===== config.mk =====
export PLATFORM = sky130hd
export DESIGN_NAME = core2_writeback
export DESIGN_NICKNAME = d
export VERILOG_FILES = /design/src/rtl/core2_wb_pkg.sv /design/src/rtl/core2_wb_stat.sv /design/src/rtl/core2_writeback.sv
export SDC_FILE = /design/constraint.sdc
export NUM_CORES = 1
export LEC_CHECK = 0
export CORE_AREA = 2 2 307 309
export CTS_CLUSTER_DIAMETER = 120
export CTS_CLUSTER_SIZE = 40
export DETAILED_ROUTE_END_ITERATION = 10
export DIE_AREA = 0 0 309 311
export PLACE_DENSITY = 0.68
export SLEW_MARGIN = 0
export SYNTH_ARGS = -nofsm -noshare
export SYNTH_HDL_FRONTEND = slang
export SYNTH_SLANG_ARGS = --single-unit

===== constraint.sdc =====
create_clock -name clk -period 2.4 [get_ports clk]
set_input_delay 0.48 -clock clk [delete_from_list [all_inputs] [get_ports clk]]
set_output_delay 0.48 -clock clk [all_outputs]
set_load 0.03 [all_outputs]

===== src/rtl/core2_wb_pkg.sv =====
// core2_wb_pkg: destination codes, opcode field positions and FSM encoding for core2_writeback.
package core2_wb_pkg;
    localparam logic [2:0] DEST_NONE = 3'b000;
    localparam logic [2:0] DEST_D    = 3'b100;
    localparam logic [2:0] DEST_FIFO = 3'b110;
    localparam int DEST_MSB = 8;
    localparam int DEST_LSB = 6;
    localparam int ADDR_MSB = 2;
    localparam int ADDR_LSB = 1;
    typedef enum logic [1:0] {IDLE, LATCH, COMMIT} state_t;
endpackage


===== src/rtl/core2_wb_stat.sv =====
// core2_wb_stat: saturating commit counter and sticky bad-destination flag.
module core2_wb_stat (
    input  logic       clk,
    input  logic       rst_n,
    input  logic       w_D,
    input  logic       tmp_wr_en,
    input  logic       bad_dest,
    output logic [7:0] wb_count,
    output logic       err_sticky
);
    always_ff @(posedge clk or negedge rst_n) begin
        if (!rst_n) begin
            wb_count   <= '0;
            err_sticky <= 1'b0;
        end else begin
            wb_count   <= ((w_D || tmp_wr_en) && wb_count != 8'hFF) ? wb_count + 8'd1 : wb_count;
            err_sticky <= err_sticky | bad_dest;
        end
    end
endmodule


===== src/rtl/core2_writeback.sv =====
// core2_writeback: pairs Core2 results with delayed opcodes and commits them to RAM D or the temp FIFO.
// Optional CORE2_WB_STAT_EN adds wb_count / err_sticky statistics outputs.
module core2_writeback
    import core2_wb_pkg::*;
#(
    parameter int DATA        = 256,
    parameter int ADDR        = 2,
    parameter int OPCODE_SIZE = 16
) (
    input  logic                   clk,
    input  logic                   rst_n,
    output logic                   res_rd_en,
    input  logic [DATA-1:0]        res_data,
    input  logic                   res_empty,
    output logic                   op_rd_en,
    input  logic [OPCODE_SIZE-1:0] op_data,
    input  logic                   op_empty,
    output logic                   w_D,
    output logic [ADDR-1:0]        adbus_D,
    output logic [DATA-1:0]        data_out_D,
    output logic                   tmp_wr_en,
    output logic [DATA-1:0]        tmp_data,
    input  logic                   tmp_full,
`ifdef CORE2_WB_STAT_EN
    output logic [7:0]             wb_count,
    output logic                   err_sticky,
`endif
    output logic                   bad_dest,
    output logic                   busy
);
    state_t                 state;
    logic [DATA-1:0]        hold_data;
    logic [OPCODE_SIZE-1:0] hold_op;
    logic [ADDR-1:0]        addr_q;
    logic [DATA-1:0]        d_q;
    logic [DATA-1:0]        t_q;
    logic [2:0]             dest;
    logic                   commit;
    logic                   pop;
    logic                   stall;
    logic                   unused_op;

    assign dest      = hold_op[DEST_MSB:DEST_LSB];
    assign commit    = state == COMMIT;
    assign pop       = rst_n && state == IDLE && !res_empty && !op_empty;
    assign stall     = commit && dest == DEST_FIFO && tmp_full;
    assign res_rd_en = pop;
    assign op_rd_en  = pop;
    assign w_D       = commit && dest == DEST_D;
    assign tmp_wr_en = commit && dest == DEST_FIFO && !tmp_full;
    assign bad_dest  = commit && dest != DEST_D && dest != DEST_FIFO && dest != DEST_NONE;
    assign busy      = state != IDLE;
    // Buses show the live value during the strobe and the last written value otherwise.
    assign adbus_D    = w_D ? hold_op[ADDR_MSB:ADDR_LSB] : addr_q;
    assign data_out_D = w_D ? hold_data : d_q;
    assign tmp_data   = tmp_wr_en ? hold_data : t_q;
    assign unused_op  = ^{hold_op[OPCODE_SIZE-1:DEST_MSB+1], hold_op[DEST_LSB-1:ADDR_MSB+1], hold_op[0]};

    always_ff @(posedge clk or negedge rst_n) begin
        if (!rst_n) begin
            state     <= IDLE;
            hold_data <= '0;
            hold_op   <= '0;
            addr_q    <= '0;
            d_q       <= '0;
            t_q       <= '0;
        end else begin
            state <= state == IDLE ? (pop ? LATCH : IDLE) : state == LATCH ? COMMIT : stall ? COMMIT : IDLE;
            if (state == LATCH) begin
                hold_data <= res_data;
                hold_op   <= op_data;
            end
            if (w_D) begin
                addr_q <= hold_op[ADDR_MSB:ADDR_LSB];
                d_q    <= hold_data;
            end
            if (tmp_wr_en) t_q <= hold_data;
        end
    end

`ifdef CORE2_WB_STAT_EN
    core2_wb_stat u_stat (
        .clk        (clk),
        .rst_n      (rst_n),
        .w_D        (w_D),
        .tmp_wr_en  (tmp_wr_en),
        .bad_dest   (bad_dest),
        .wb_count   (wb_count),
        .err_sticky (err_sticky)
    );
`endif
endmodule


==> metrics.md <==
| Metric | Value |
|---|---|
| Outcome | finished, violations left |
| Failing checks | negative setup slack |
| Setup TNS Final | -352.81 ns |
| Gate Count Post-Synth | 1,652 |
| Post-Synthesis Mean Instance Area | 18.0 um2 |
| Die X | between 300 and 400 um |
| NumNets Final | around 2,900 |
| CTS buffer count | 25 |
| Most common cell after layout, fill and taps aside | dfrtp_1 |
| Sequential cell area | 0.0194 mm2 |
| Seq/Total Area, Yosys | 0.653 |
| Worst-margin pin slew | ~0.92 ns |
| Final RePlAce weighted congestion | approximately 0.80 |
| CP most frequent cell | buf_12 |
| Initial antenna violation count | 21 |
| Fmax | between 0.3 and 0.4 GHz |
| Worst min-delay path class | primary input to async pin |
| Vias in the first global route | 18,800 |
| Final Skew | 0.0468 ns |
| Post-synthesis simple-gate area fraction | 0.00265 |
| PD cells | 1050 mW/mm2 |
| Share of layout cells above drive strength 1 | 0.600 |
| Remaining DRCs | 0 |
| Clock Latency Late Sink | approximately 0.64 ns |
| DP HPWL | 58.5 mm |
| Synth Net Count | ~1,900 |
| Core area | 0.0928 mm2 |
| Largest stage delay, worst path | ~0.41 ns |
| PortBufs | 785 |
| Filler instances | ~7,900 |
| Final hold slack | ~0.011 ns |
| RSZ-0062 raised after global routing | true |
| Synth warnings | 0 |
| Clock slew at reported path FFs | between 0.1 and 0.15 ns |
| Vias per cell | between 4 and 5 |
| Routed wire per std cell | ~22 um |
| Clock sinks | between 700 and 800 |
| TritonCTS clock tree | done |
| Tmin final | around 3.2 ns |
| Worst path arrival time | 2.72 ns |
| Cell Rows | roughly 110 |
| Synth Area in XOR/XNOR | 0 |
| Crit path buf inv count | 6 |
| Die area | 0.0961 mm2 |
| Critical path type | flop to output port |
| Post-Syn Area | 0.0298 mm2 |
| Final WL | approximately 86 mm |
| CTS H-Tree Depth | 1 |
| Total power after layout | ~46 mW |
| Initial Utilization | 0.321 |
| WP data required | 1.92 ns |
| Num ports | ~800 |
| Area share of fa/ha/maj cells after synthesis | 0 |
| Final core occ | 0.466 |
| DR vias | 17,700 |
| Final hold violations | 0 |
| Iter 0 DRT Violations | approximately 900 |
| Dpl ws | -0.553 ns |
| Final Slew Violations | 0 |
| Normalized max-slew margin | 0.387 |
| Peak supply drop | ~810 uV |
| Synth unique cells | 20 |
| Most frequent cells in the layout | dfrtp_1, mux2_2, buf_6, mux2_4, clkdlybuf4s50_1 |
| Antenna Nets Post-Route | 0 |
| Mux cell area share after synthesis | 0.318 |
| Crit path max-delay family | buffers and inverters |
| Compound-Gate Fraction of Synth Area | 0.000630 |
| FF+latch count, synth | about 780 |
| Setup crit start kind | flop |
| Largest net degree at the start of global routing | approximately 120 |
| Clk root buf | clkbuf_16 |
| Number of detailed-routing iterations run before antenna repair | 4 |
| Worst Path Max Fanout | 7 |
| Max Cap Viol | 0 |
| Slowest CP cell | dfrtp_1 |
| Crit-path cells | and4bb_2 > nor2b_4 > buf_6 > buf_12 > buf_12 > buf_8 > buf_12 > mux2_4 > buf_6 |
| Final worst-path cycle share | 1.33 |
| Final WS setup | -0.804 ns |
| Total track usage | 0.159 |
| Cts hold-fix bufs | 0 |
| Synthesis-to-layout area growth | 45.2% |
| Pleak | about 21 nW |
| Setup crit end kind | output port |
| Clock tree buffer depth | 3 |
| Die Y | 311 um |
| Main combinational cell family by area after synthesis | multiplexers |
| First-pass GRT wire length | 119 mm |
| Grt ovf | 0 |
| Multi-input logic area | 0.00991 mm2 |
| Final setup fails | 520 |
per-layer routing:
metal / vias up / GRT usage / part of all wire
met5: - / 0 / 0.00074
met4: 8 / 0.0617 / 0.038
met3: 141 / 0.0408 / 0.067
met2: 552 / 0.280 / 0.52
met1: 9237 / 0.185 / 0.38
li1: 7776 / - / -
repair_timing:
item | in CTS | in global routing
gates resized for setup | 473 | 1050
endpoints found under the setup margin | 520 | 520
buffers inserted | 27 | 132
pin swaps | 1 | 1
gates cloned | 5 | 26
hold endpoints to repair | 0 | 0
power by group:
group	switching, mW	total (mW)	internal (mW)
Sequential	1.80	18.7	16.9
Combinational	10.8	20.6	9.82
Clock	4.07	6.18	2.11
per-stage QoR:
step,cell area [um2],std cells
final,43300,3923
after global routing,43300,3923
after CTS,40100,3758
after detailed placement,38700,3690
after global placement,38700,3690
after floorplan,29800,1652
cells by family after synthesis:
family          after synthesis
buf+inv                      89
flops                       777
simple gates                  9
compound gates                3
mux                         774
cell type report:
class | count | share of cell area
tap | 1254 | 0.0363
timing repair buffer | 1052 | 0.266
clock buffer | 25 | 0.0145
antenna | 16 | 0.000926
clock inverter | 11 | 0.00341
sequential | 777 | 0.449
inverter | 2 | 0.000231
multi-input combinational | 786 | 0.229
sequential cells by signal, summed over array words and instances, names as in the netlist:
| signal | flops |
|---|---|
| addr_q | 2 |
| d_q | 256 |
| hold_data | 256 |
| hold_op | 5 |
| state | 2 |
| t_q | 256 |
cell usage after synthesis:
library cell / count / share of area
nand2_1: 1 / 0.00013
buf_8: 12 / 0.0060
mux2_2: 573 / 0.22
clkbuf_1: 1 / 0.00013
a21oi_1: 1 / 0.00017
or2_2: 1 / 0.00021
nor3b_1: 1 / 0.00025
o21ai_0: 1 / 0.00017
nand3b_2: 1 / 0.00038
dfrtp_1: 777 / 0.65
a31o_2: 1 / 0.00029
and4bb_2: 1 / 0.00042
nor2b_4: 1 / 0.00046
inv_1: 2 / 0.00025
nor2b_1: 1 / 0.00021
buf_4: 6 / 0.0015
buf_2: 35 / 0.0059
nor4b_1: 2 / 0.00059
mux2_4: 201 / 0.10
buf_6: 33 / 0.012
final timing paths:
kind / cells past startpoint / from / slack (ns) / endpoint
hold / removal: 2 / rst_n / 0.01 / t_q[217]
setup reg to reg: 10 / state[0] / 0.15 / d_q[55]
setup / recovery: 9 / state[0] / -0.80 / data_out_D[161]
max in group asynchronous: 2 / rst_n / 1.57 / hold_data[38]
hold reg to reg: 1 / d_q[157] / 0.51 / d_q[157]
min in group clk: 2 / rst_n / 0.18 / state[0]
No activity file was read; power rests on OpenSTA's default activity.
